[src/rtl/fetch_sequencer.sv]
// fetch_sequencer: sequences PC, instruction-memory read and MDR strobes,
// then hands each instruction to decode with a valid/ready handshake.
// Ports:
//   clk, rst                   clock, synchronous active-high reset
//   mem_rd, mem_addr           read request and its registered address
//   mem_ready                  memory data present on MDR input this cycle
//   MDR_wr, MDR_rd             MDR capture / output-load strobes
//   inst_valid, inst_ready     decode handshake
//   pc                         address of instruction in flight/presented
//   redirect, redirect_pc      branch/exception redirect and its target
//   fetch_cnt                  instructions accepted by decode (wrapping)
module fetch_sequencer #(
  parameter int ADDR_W = 32,
  parameter logic [ADDR_W-1:0] RESET_PC = 32'h0000_0000,
  parameter int CNT_W = 16
) (
  input  logic              clk,
  input  logic              rst,
  output logic              mem_rd,
  output logic [ADDR_W-1:0] mem_addr,
  input  logic              mem_ready,
  output logic              MDR_wr,
  output logic              MDR_rd,
  output logic              inst_valid,
  input  logic              inst_ready,
  output logic [ADDR_W-1:0] pc,
  input  logic              redirect,
  input  logic [ADDR_W-1:0] redirect_pc,
  output logic [CNT_W-1:0]  fetch_cnt
);

  typedef enum logic [2:0] {
    IDLE,
    ADDR,
    WAIT,
    ISSUE,
    VALID
  } state_t;

  state_t state;
  logic kill;

  logic [ADDR_W-1:0] tgt;
  logic [ADDR_W-1:0] pc_inc;
  logic done;

  assign tgt = {redirect_pc[ADDR_W-1:2], 2'b00};
  assign pc_inc = pc + ADDR_W'(4);
  assign done = (state == WAIT) && mem_ready;

  // A read that was overtaken by a redirect completes on the bus
  // but its data is never captured.
  assign MDR_wr = done && !kill && !redirect;
  assign MDR_rd = (state == ISSUE) && !redirect;

  always_ff @(posedge clk) begin
    if (rst) begin
      state <= IDLE;
      pc <= RESET_PC;
      mem_addr <= RESET_PC;
      mem_rd <= 1'b0;
      inst_valid <= 1'b0;
      kill <= 1'b0;
      fetch_cnt <= '0;
    end else begin
      unique case (state)
        IDLE: begin
          state <= ADDR;
          mem_rd <= 1'b1;
          if (redirect) begin
            pc <= tgt;
            mem_addr <= tgt;
          end else begin
            mem_addr <= pc;
          end
        end
        ADDR: begin
          state <= WAIT;
          if (redirect) begin
            pc <= tgt;
            kill <= 1'b1;
          end
        end
        WAIT: begin
          if (redirect) pc <= tgt;
          if (mem_ready) begin
            kill <= 1'b0;
            if (kill || redirect) begin
              // refetch straight away; mem_rd stays high
              state <= ADDR;
              mem_addr <= redirect ? tgt : pc;
            end else begin
              state <= ISSUE;
              mem_rd <= 1'b0;
            end
          end else if (redirect) begin
            kill <= 1'b1;
          end
        end
        ISSUE: begin
          if (redirect) begin
            state <= ADDR;
            pc <= tgt;
            mem_addr <= tgt;
            mem_rd <= 1'b1;
          end else begin
            state <= VALID;
            inst_valid <= 1'b1;
          end
        end
        VALID: begin
          if (redirect) begin
            state <= ADDR;
            pc <= tgt;
            mem_addr <= tgt;
            mem_rd <= 1'b1;
            inst_valid <= 1'b0;
          end else if (inst_ready) begin
            state <= ADDR;
            pc <= pc_inc;
            mem_addr <= pc_inc;
            mem_rd <= 1'b1;
            inst_valid <= 1'b0;
            fetch_cnt <= fetch_cnt + CNT_W'(1);
          end
        end
        default: state <= IDLE;
      endcase
    end
  end

endmodule

[config.mk]
export PLATFORM = sky130hd
export DESIGN_NAME = fetch_sequencer
export DESIGN_NICKNAME = d
export VERILOG_FILES = /design/src/rtl/fetch_sequencer.sv
export SDC_FILE = /design/constraint.sdc
export NUM_CORES = 1
export LEC_CHECK = 0
export CAP_MARGIN = 15
export CELL_PAD_IN_SITES_DETAIL_PLACEMENT = 0
export CELL_PAD_IN_SITES_GLOBAL_PLACEMENT = 1
export CORE_AREA = 8 8 133 135
export CTS_CLUSTER_DIAMETER = 150
export CTS_CLUSTER_SIZE = 25
export DETAILED_ROUTE_END_ITERATION = 8
export DIE_AREA = 0 0 141 143
export HOLD_SLACK_MARGIN = 0.1
export PLACE_DENSITY_LB_ADDON = 0.1
export SYNTH_ARGS = -nofsm -noshare
export SYNTH_HDL_FRONTEND = slang
export SYNTH_SLANG_ARGS = --single-unit
[constraint.sdc]
create_clock -name clk -period 6.6 [get_ports clk]
set_clock_uncertainty 0.1 [all_clocks]
set_input_delay 1.32 -clock clk [delete_from_list [all_inputs] [get_ports clk]]
set_output_delay 1.32 -clock clk [all_outputs]
set_load 0.03 [all_outputs]
==> results.py, run 1 <==
metrics = {
    "finish": {
        "syn2layout_area_growth_pct": 26.7,
        "fin_cells": 993,
        "fillCellCount": 1606,
        "final_layout_size_suffix_gt1_frac": 0.0618,
        "design_area_sq_um": 6780,
        "fin_util": 0.434,
        "antenna_cells": 0,
        "nNetsFinal": 811,
    },
    "timing": {
        "final-setup-viol-count": 0,
        "fin_crit_sh": 0.674,
        "fin_tns_setup_ps": 0,
        "layout_min_cycle_time_ps": 4450,
        "rsz0062_at_grt": "false",
        "hold_viol_final": 0,
        "max_freq_mhz": 225,
        "slew_headroom": 0.276,
        "worst_pin_slew_ps": 1090,
        "final-max-slew-violation-count": 0,
    },
    "synthesis": {
        "syn_inst": 702,
        "synth_edf_count": 0,
        "synth_ff_type": "dfxtp_1",
        "yosysMostFrequentCell": "nor2_1",
        "synth_top_cell_area_share": 0.322,
        "yosys-top-cells-count": "nor2_1 (115), dfxtp_1 (86), o21ai_0 (64), nand2_1 (62)",
        "syn_area_sq_um": 5350,
        "synth_warnings": 0,
        "synth.distinct_cells": 71,
        "yosysTopAreaCell": "dfxtp_1",
        "yosysSeqAreaShare": 0.322,
        "syn-num-nets": 741,
        "synth_seq_cells": 86,
        "synthArstFlopShare": 0,
        "syn_avg_cell_area_sq_um": 7.62,
        "synthTopCellsByArea": "dfxtp_1 (32%), nor2_1 (8.1%), o21ai_0 (6.0%), nand2_1 (4.4%), a21oi_1 (3.6%)",
    },
    "setup_path": {
        "cp-endpoint": "MDR_rd",
        "crit_chain": "nand3b_1 -> nor2_1 -> clkdlybuf4s50_1",
        "path_depth": 3,
        "criticalPathCategory": "reg -> out",
        "startpoint_type": "flop",
        "max_stage_delay_ps": 930,
        "worstPathArrival_ps": 3030,
        "crit_path_top_delay_cell": "nand3b_1",
        "critical_path.reg2reg.startpoint": "state[2]",
        "critPathRequiredTime_ps": 5180,
        "worstRegToRegCells": 6,
        "crit_start": "state[2]",
        "rrSetupSlack_ps": 3000,
        "worst_setup_path_end_kind": "output pin",
        "cp_num_buf_inv": 1,
        "cp_max_fo": 24,
        "critical_path.top_delay_family": "simple AND/OR/NAND/NOR gates",
        "r2r_end": "mem_addr[30]",
    },
    "die": {
        "io_pins": 121,
        "num_rows": 46,
        "core-area_sq_um": 15600,
        "die_h_um": 143,
        "die_area_sq_um": 20200,
        "die_w_um": 141,
        "initial_core_util": 0.343,
    },
    "clocking": {
        "postCtsHoldBufs": 0,
        "htreeDepth": 3,
        "insertion_delay_ps": 350,
        "cts-buffers-inserted": 9,
        "cts.sinks": 86,
        "postCtsSetupBuffers": 0,
        "cts_tree": "built",
        "clk_pin_slew_worst_paths_ps": 70,
        "cts_buffer_depth": 2,
        "cts_repair_resize_count": 0,
        "root_buffer": "clkbuf_16",
    },
    "route": {
        "drcViolationCount": 0,
        "totalWireLength_um": 18900,
        "vias": 5525,
        "vias_per_cell": 5.56,
        "first_pass_iters": 6,
        "wire_per_inst_um": 19.1,
        "antenna_left": 0,
        "drt_iter0_markers": 353,
    },
    "pwr": {
        "finalPower_mw": 1.52,
        "irDropWorstVdd_mv": 0.124,
        "leakage_nw": 2.33,
        "powerDensity_nw_per_um2": 224,
    },
    "placed_design": {
        "hpwl_um": 12600,
        "place_congestion": 0.812,
        "port_buffers": 118,
        "placed_cell_area_sq_um": 6470,
        "numPlacedInstances": 977,
    },
    "status": {
        "status": "complete, no violations",
    },
    "global_route": {
        "grt_usage": 0.184,
        "antenna_found_initial": 0,
        "grt_max_degree": 86,
        "grt_pass1_vias": 5340,
        "grt_overflow": 0,
        "grt_pass1_wl_um": 29400,
    },
    "run": {
        "maxCapViolations": 0,
    },
    "hold_path": {
        "holdCritPathClass": "reg -> reg",
    },
}
## layout by cell type, fill, tap and decap left out, types with 6 or more instances in the layout
cell and count:
clkdlybuf4s50_1 116, nor2_1 114, dfxtp_1 86, o21ai_0 64
nand2_1 62, a21oi_1 38, a211oi_1 22, nor3_1 21
nand3_1 18, a311oi_1 18, xnor2_1 17, xor2_1 15
nand4_1 13, o221ai_1 10, o211ai_1 10, clkbuf_16 9
and3_1 8, a221oi_1 8, mux2i_1 8, nand2b_1 7
inv_1 6, and2_1 6, a31oi_1 6, buf_4 6
## where the power goes
group / switching [mW] / leakage (nW) / internal [mW]
clock: 0.242 / 0.147 / 0.299
sequential: 0.0515 / 0.708 / 0.561
combinational: 0.220 / 1.47 / 0.149
## layer usage
| layer | track usage | share of wire | wire (um) |
|---|---|---|---|
| met1 | 0.235 | 0.46 | 8790 |
| met2 | 0.302 | 0.47 | 8830 |
| met3 | 0.0374 | 0.052 | 985 |
| met4 | 0.0667 | 0.017 | 315 |
| met5 | 0 | 0 | 0 |
## registers in the layout, summed over array words and instances (netlist names)
name        count
mem_addr       32
pc             32
fetch_cnt      16
state           3
inst_valid      1
kill            1
mem_rd          1
## how the worst min path moves through the flow
stage                           start          end  slack [ps]  cells after the start
after floorplan                  kill         kill         440                      2
after global placement    mem_addr[0]  mem_addr[0]         350                      2
after detailed placement  mem_addr[1]  mem_addr[1]         350                      2
after CTS                 mem_addr[0]  mem_addr[0]         370                      2
after global routing      mem_addr[0]  mem_addr[0]         390                      2
final                     mem_addr[0]  mem_addr[0]         370                      2
## worst reg2reg max path: stages, from the launching register on
cell      delay, ps
dfxtp_1         890
nand3b_1        840
and2_0          950
o221ai_1        260
nand2_1         120
a31oi_1          60
a211oi_1        270
## cells by family after synthesis
family	after synthesis	share of synthesized area
simple gates	286	0.262
mux	11	0.0213
flops	86	0.322
buf+inv	72	0.0751
compound gates	212	0.260
fa+ha+maj	2	0.00468
xor+xnor	33	0.0554
## final cells by class
| class | instances | area (sq um) | area share |
|---|---|---|---|
| Clock buffer | 9 | 225 | 0.0332 |
| Tap cell | 216 | 270 | 0.0399 |
| Sequential cell | 86 | 1720 | 0.254 |
| Inverter | 7 | 26.3 | 0.00388 |
| Timing Repair Buffer | 124 | 1220 | 0.179 |
| Clock inverter | 7 | 77.6 | 0.0114 |
| Multi-Input combinational cell | 544 | 3240 | 0.478 |
## per-stage QoR
stage	hold slack (ps)	setup slack (ps)
after global placement	350	2240
after floorplan	445	2790
after detailed placement	352	2200
final	367	2150
after CTS	370	2160
after global routing	386	1990
Power figures use the tool's default switching activity.
==> run 2, diff against run 1 <==
Settings changed: CORE_AREA 8 8 133 135 to 8 8 137 139, DIE_AREA 0 0 141 143 to 0 0 145 147.
Clock period 6.6 ns to 3.93 ns, I/O delays scaled along.
==> run 2 against run 1 <==
Compared with the run above:
- register-to-register slack worse by 2000 ps
- highest routed layer unchanged
- critical endpoint is now MDR_wr
- clock power increased by 75%
- first-iteration DRC count rose by 23%
==> results.py, run 2 (synthesis gave the netlist of run 1 again) <==
metrics = {
    "status": {
        "status": "complete, no violations",
    },
    "setup_path": {
        "worst_setup_path_end_kind": "output pin",
        "crit_chain": "nor3b_1 -> and3_1 -> clkdlybuf4s50_1",
        "criticalPathCategory": "reg -> out",
        "crit_start": "state[1]",
        "critical_path.reg2reg.startpoint": "pc[2]",
        "startpoint_type": "flop",
        "max_stage_delay_ps": 680,
        "worstPathArrival_ps": 2290,
        "cp_num_buf_inv": 1,
        "critical_path.top_delay_family": "buffers and inverters",
        "crit_path_top_delay_cell": "clkdlybuf4s50_1",
        "cp_max_fo": 16,
        "critPathRequiredTime_ps": 3040,
    },
    "finish": {
        "antenna_cells": 0,
        "top_regs": "mem_addr x32, pc x32, fetch_cnt x16",
        "final_common_cell": "clkdlybuf4s50_1",
        "design_area_sq_um": 6900,
        "multi_input_area_sq_um": 3240,
        "final_layout_size_suffix_gt1_frac": 0.0771,
        "fin_cells": 1016,
        "layout_common_cells": "clkdlybuf4s50_1 (116), nor2_1 (115), dfxtp_1 (86), o21ai_0 (64), nand2_1 (62)",
        "fin_util": 0.412,
        "regArea_sq_um": 1720,
        "syn2layout_area_growth_pct": 29.0,
        "fillCellCount": 1711,
        "nNetsFinal": 825,
    },
    "placed_design": {
        "hpwl_um": 13600,
        "port_buffers": 118,
        "numPlacedInstances": 1000,
        "placed_cell_area_sq_um": 6590,
        "place_congestion": 0.816,
    },
    "timing": {
        "final-max-slew-violation-count": 0,
        "layout_min_cycle_time_ps": 3180,
        "max_freq_mhz": 315,
        "fin_tns_setup_ps": 0,
        "final-setup-viol-count": 0,
        "rsz0062_at_grt": "false",
        "hold_viol_final": 0,
        "fin_crit_sh": 0.808,
        "worst_pin_slew_ps": 905,
        "slew_headroom": 0.395,
    },
    "global_route": {
        "grt_max_degree": 34,
        "grt_overflow": 0,
        "grt_pass1_wl_um": 30800,
        "grt_usage": 0.179,
        "antenna_found_initial": 0,
        "grt_use_met3": 0.0388,
        "use_met1": 0.233,
        "grt_pass1_vias": 5562,
        "grt_use_met2": 0.283,
        "busiest_layer": "met2",
    },
    "clocking": {
        "cts_buffer_depth": 2,
        "clk_pin_slew_worst_paths_ps": 80,
        "htreeDepth": 3,
        "root_buffer": "clkbuf_16",
        "postCtsHoldBufs": 0,
        "cts_repair_resize_count": 0,
        "cts_tree": "built",
        "cts-buffers-inserted": 9,
        "cts.sinks": 86,
        "insertion_delay_ps": 360,
        "postCtsSetupBuffers": 0,
    },
    "pwr": {
        "powerDensity_nw_per_um2": 377,
        "leakage_nw": 2.40,
        "irDropWorstVdd_mv": 0.217,
    },
    "route": {
        "first_pass_iters": 5,
        "drcViolationCount": 0,
        "vias": 5660,
        "totalWireLength_um": 19300,
        "antenna_left": 0,
        "drt_iter0_markers": 434,
        "wire_per_inst_um": 19.0,
        "vias_per_cell": 5.57,
    },
    "die": {
        "core-area_sq_um": 16800,
        "die_h_um": 147,
        "die_w_um": 145,
        "initial_core_util": 0.319,
        "die_area_sq_um": 21300,
        "io_pins": 121,
        "num_rows": 48,
    },
    "run": {
        "maxCapViolations": 0,
    },
    "hold_path": {
        "holdCritPathClass": "reg -> reg",
        "hold_start": "mem_addr[0]",
    },
}
## run 2: cell count changes in the layout (fill, tap and decap cells not counted)
cell	change
nor2_2	-1
nor2_1	+1
clkinv_2	-1
inv_6	-1
inv_8	+2
buf_4	+14
## run 2: stage by stage
| stage | hold WS [ps] | setup slack, ps | total power [mW] |
|---|---|---|---|
| 6_report | 375 | 753 | 2.60 |
| 5_1_grt | 395 | 634 | 2.72 |
| 4_1_cts | 376 | 755 | 2.63 |
| 3_5_place_dp | 353 | 577 | 1.68 |
| 3_3_place_gp | 350 | 588 | 1.68 |
| 2_1_floorplan | 445 | 1150 | 1.43 |
## run 2: path summary, 6_finish.rpt
path,cells past startpoint,slack [ps],end
worst max register to register,7,1000,mem_addr[26]
worst min-delay path,2,370,mem_addr[0]
worst max-delay path,3,750,MDR_wr
worst min register to register,2,370,mem_addr[0]
## run 2: per-layer routing
| layer | up-vias | wire, um | part of all wire |
|---|---|---|---|
| met4 | 0 | 414 | 0.021 |
| met2 | 205 | 8740 | 0.45 |
| met3 | 27 | 1120 | 0.058 |
| met1 | 2700 | 8990 | 0.47 |
| li1 | 2728 | - | - |
| met5 | - | 0 | 0 |
## run 2: area by class of cell
type / count / share of cell area
multi-input combinational: 544 / 0.469
inverter: 7 / 0.00381
clock buffer: 9 / 0.0326
clock inverter: 7 / 0.0125
sequential: 86 / 0.250
tap: 225 / 0.0408
timing repair buffer: 138 / 0.192
## run 2: worst min-delay path: cells and delay by family, from the launching register on
kind / cells / cell delay, ps
AOI/OAI and AO/OA: 1 / 50
DFF: 1 / 320
and+or+nand+nor: 1 / 50
## run 2: report_power, final
part / internal [mW] / switching (mW) / leakage (nW)
clock: 0.510 / 0.436 / 0.151
sequential: 0.941 / 0.0838 / 0.708
combinational: 0.259 / 0.375 / 1.54
total: 1.71 / 0.894 / 2.40
==> run 3, diff against run 2 <==
Settings changed: CORE_AREA 8 8 137 139 to 8 8 133 135, DIE_AREA 0 0 145 147 to 0 0 141 143.
Clock period 3.93 ns to 3.2 ns, I/O delays scaled along.
==> run 3 against run 2 <==
Compared with the run above:
- cell count is the same
- critical path depth is the same
- final area grew 0.78%
- core utilization grew 3.4 points
- wire length shrank 1.3%
- sequential share of layout area shrank 0.16 points
- clock power grew 8%
- highest routed layer unchanged
==> results.py, run 3 (synthesis gave the netlist of run 1 again) <==
metrics = {
    "status": {
        "status": "complete, no violations",
    },
    "finish": {
        "final_common_cell": "clkdlybuf4s50_1",
        "final_layout_size_suffix_gt1_frac": 0.0900,
        "syn2layout_area_growth_pct": 30.0,
        "layout_common_cells": "clkdlybuf4s50_1 (116), nor2_1 (115), dfxtp_1 (84), o21ai_0 (64), nand2_1 (62)",
        "fillCellCount": 1614,
        "fin_cells": 1016,
        "antenna_cells": 0,
        "nNetsFinal": 834,
        "top_regs": "mem_addr x32, pc x32, fetch_cnt x16",
    },
    "hold_path": {
        "hold_depth": 2,
        "holdCritPathClass": "reg -> reg",
    },
    "global_route": {
        "grt_overflow": 0,
        "grt_max_degree": 55,
        "grt_pass1_vias": 5510,
        "grt_usage": 0.188,
        "grt_pass1_wl_um": 30100,
        "antenna_found_initial": 0,
    },
    "route": {
        "wire_per_inst_um": 18.7,
        "drcViolationCount": 0,
        "vias_per_cell": 5.56,
        "totalWireLength_um": 19000,
        "drt_iter0_markers": 429,
        "vias": 5652,
        "antenna_left": 0,
        "first_pass_iters": 4,
    },
    "pwr": {
        "powerDensity_nw_per_um2": 442,
        "irDropWorstVdd_mv": 0.228,
        "leakage_nw": 2.44,
    },
    "setup_path": {
        "crit_path_top_delay_cell": "clkdlybuf4s50_1",
        "criticalPathCategory": "reg -> out",
        "worst_setup_path_end_kind": "output pin",
        "path_depth": 3,
        "worstRegToRegCells": 7,
        "startpoint_type": "flop",
        "cp_num_buf_inv": 1,
        "max_stage_delay_ps": 720,
        "cp_max_fo": 13,
        "worstPathArrival_ps": 2190,
        "critical_path.top_delay_family": "buffers and inverters",
        "crit_chain": "nand3b_1 -> nor2_1 -> clkdlybuf4s50_1",
        "critPathRequiredTime_ps": 2460,
    },
    "placed_design": {
        "port_buffers": 118,
        "pre_cts_ws_ps": 353,
        "place_congestion": 0.831,
        "hpwl_um": 13500,
        "numPlacedInstances": 1000,
    },
    "timing": {
        "rsz0062_at_grt": "false",
        "fin_tns_setup_ps": 0,
        "max_freq_mhz": 342,
        "setup_ws_ps": 274,
        "holdWs_ps": 364,
        "worst_pin_slew_ps": 942,
        "final-setup-viol-count": 0,
        "final-max-slew-violation-count": 0,
        "fin_crit_sh": 0.914,
        "slew_headroom": 0.370,
        "layout_min_cycle_time_ps": 2930,
        "hold_viol_final": 0,
    },
    "clocking": {
        "cts-buffers-inserted": 9,
        "cts_buffer_depth": 2,
        "cts_tree": "built",
        "root_buffer": "clkbuf_16",
        "cts.sinks": 86,
        "postCtsSetupBuffers": 0,
        "clk_pin_slew_worst_paths_ps": 70,
        "insertion_delay_ps": 350,
        "htreeDepth": 3,
    },
    "die": {
        "die_h_um": 143,
        "num_rows": 46,
        "initial_core_util": 0.343,
        "core-area_sq_um": 15600,
        "die_area_sq_um": 20200,
        "io_pins": 121,
        "die_w_um": 141,
    },
    "run": {
        "maxCapViolations": 0,
    },
}
[run 3: changes by cell type in the layout (fill, tap and decap cells not counted), sizes merged]
cell and change:
buf +9, clkinv +3, inv -2, bufinv -1
[run 3: worst register-to-register path, cell delays in order (launching register included)]
cell	delay (ps)
dfxtp_1	450
ha_1	380
nand4_4	200
or4_4	630
or4_4	460
xnor2_2	150
o21bai_1	210
a311oi_2	120
[run 3: what timing repair did]
| item | in CTS | in global routing |
|---|---|---|
| hold buffers | 0 | 0 |
| setup endpoints to repair | 0 | 1 |
| resized for setup | 0 | 2 |
[run 3: worst paths after layout]
check	start	end	slack (ps)
setup / recovery	state[2]	MDR_rd	270
hold / removal	mem_addr[1]	mem_addr[1]	360
setup reg to reg	pc[3]	mem_addr[26]	390
hold reg to reg	mem_addr[1]	mem_addr[1]	360
[run 3: where the power goes]
group          switching [mW]  total [mW]  leakage, nW  internal [mW]
logic                   0.473       0.802         1.60          0.329
clock network           0.487        1.02        0.137          0.536
registers              0.0917        1.25        0.708           1.16
total                    1.05        3.07         2.44           2.02
[run 3: metal layers]
layer	vias to the layer above	track usage	share of wire
met4	0	0.0577	0.015
li1	2735	-	-
met3	19	0.0421	0.065
met1	2703	0.240	0.45
met2	195	0.311	0.47
met5	-	0	0
[run 3: layout make-up]
type                       count  area [sq um]  area share
sequential                    86          1720       0.248
multi-input combinational    544          3240       0.466
clock buffer                   9           225      0.0324
timing repair buffer         147          1410       0.203
tap                          216           270      0.0389
inverter                       7          26.3     0.00378
clock inverter                 7          56.3     0.00810
[run 3: per-stage QoR]
stage | total power, mW | area (sq um) | utilization
2_1_floorplan | 1.76 | 5350 | -
3_3_place_gp | 2.07 | 6670 | 0.428
3_5_place_dp | 2.08 | 6670 | 0.428
4_1_cts | 3.12 | 6950 | 0.446
5_1_grt | 3.22 | 6950 | 0.446
6_report | 3.07 | 6950 | 0.446
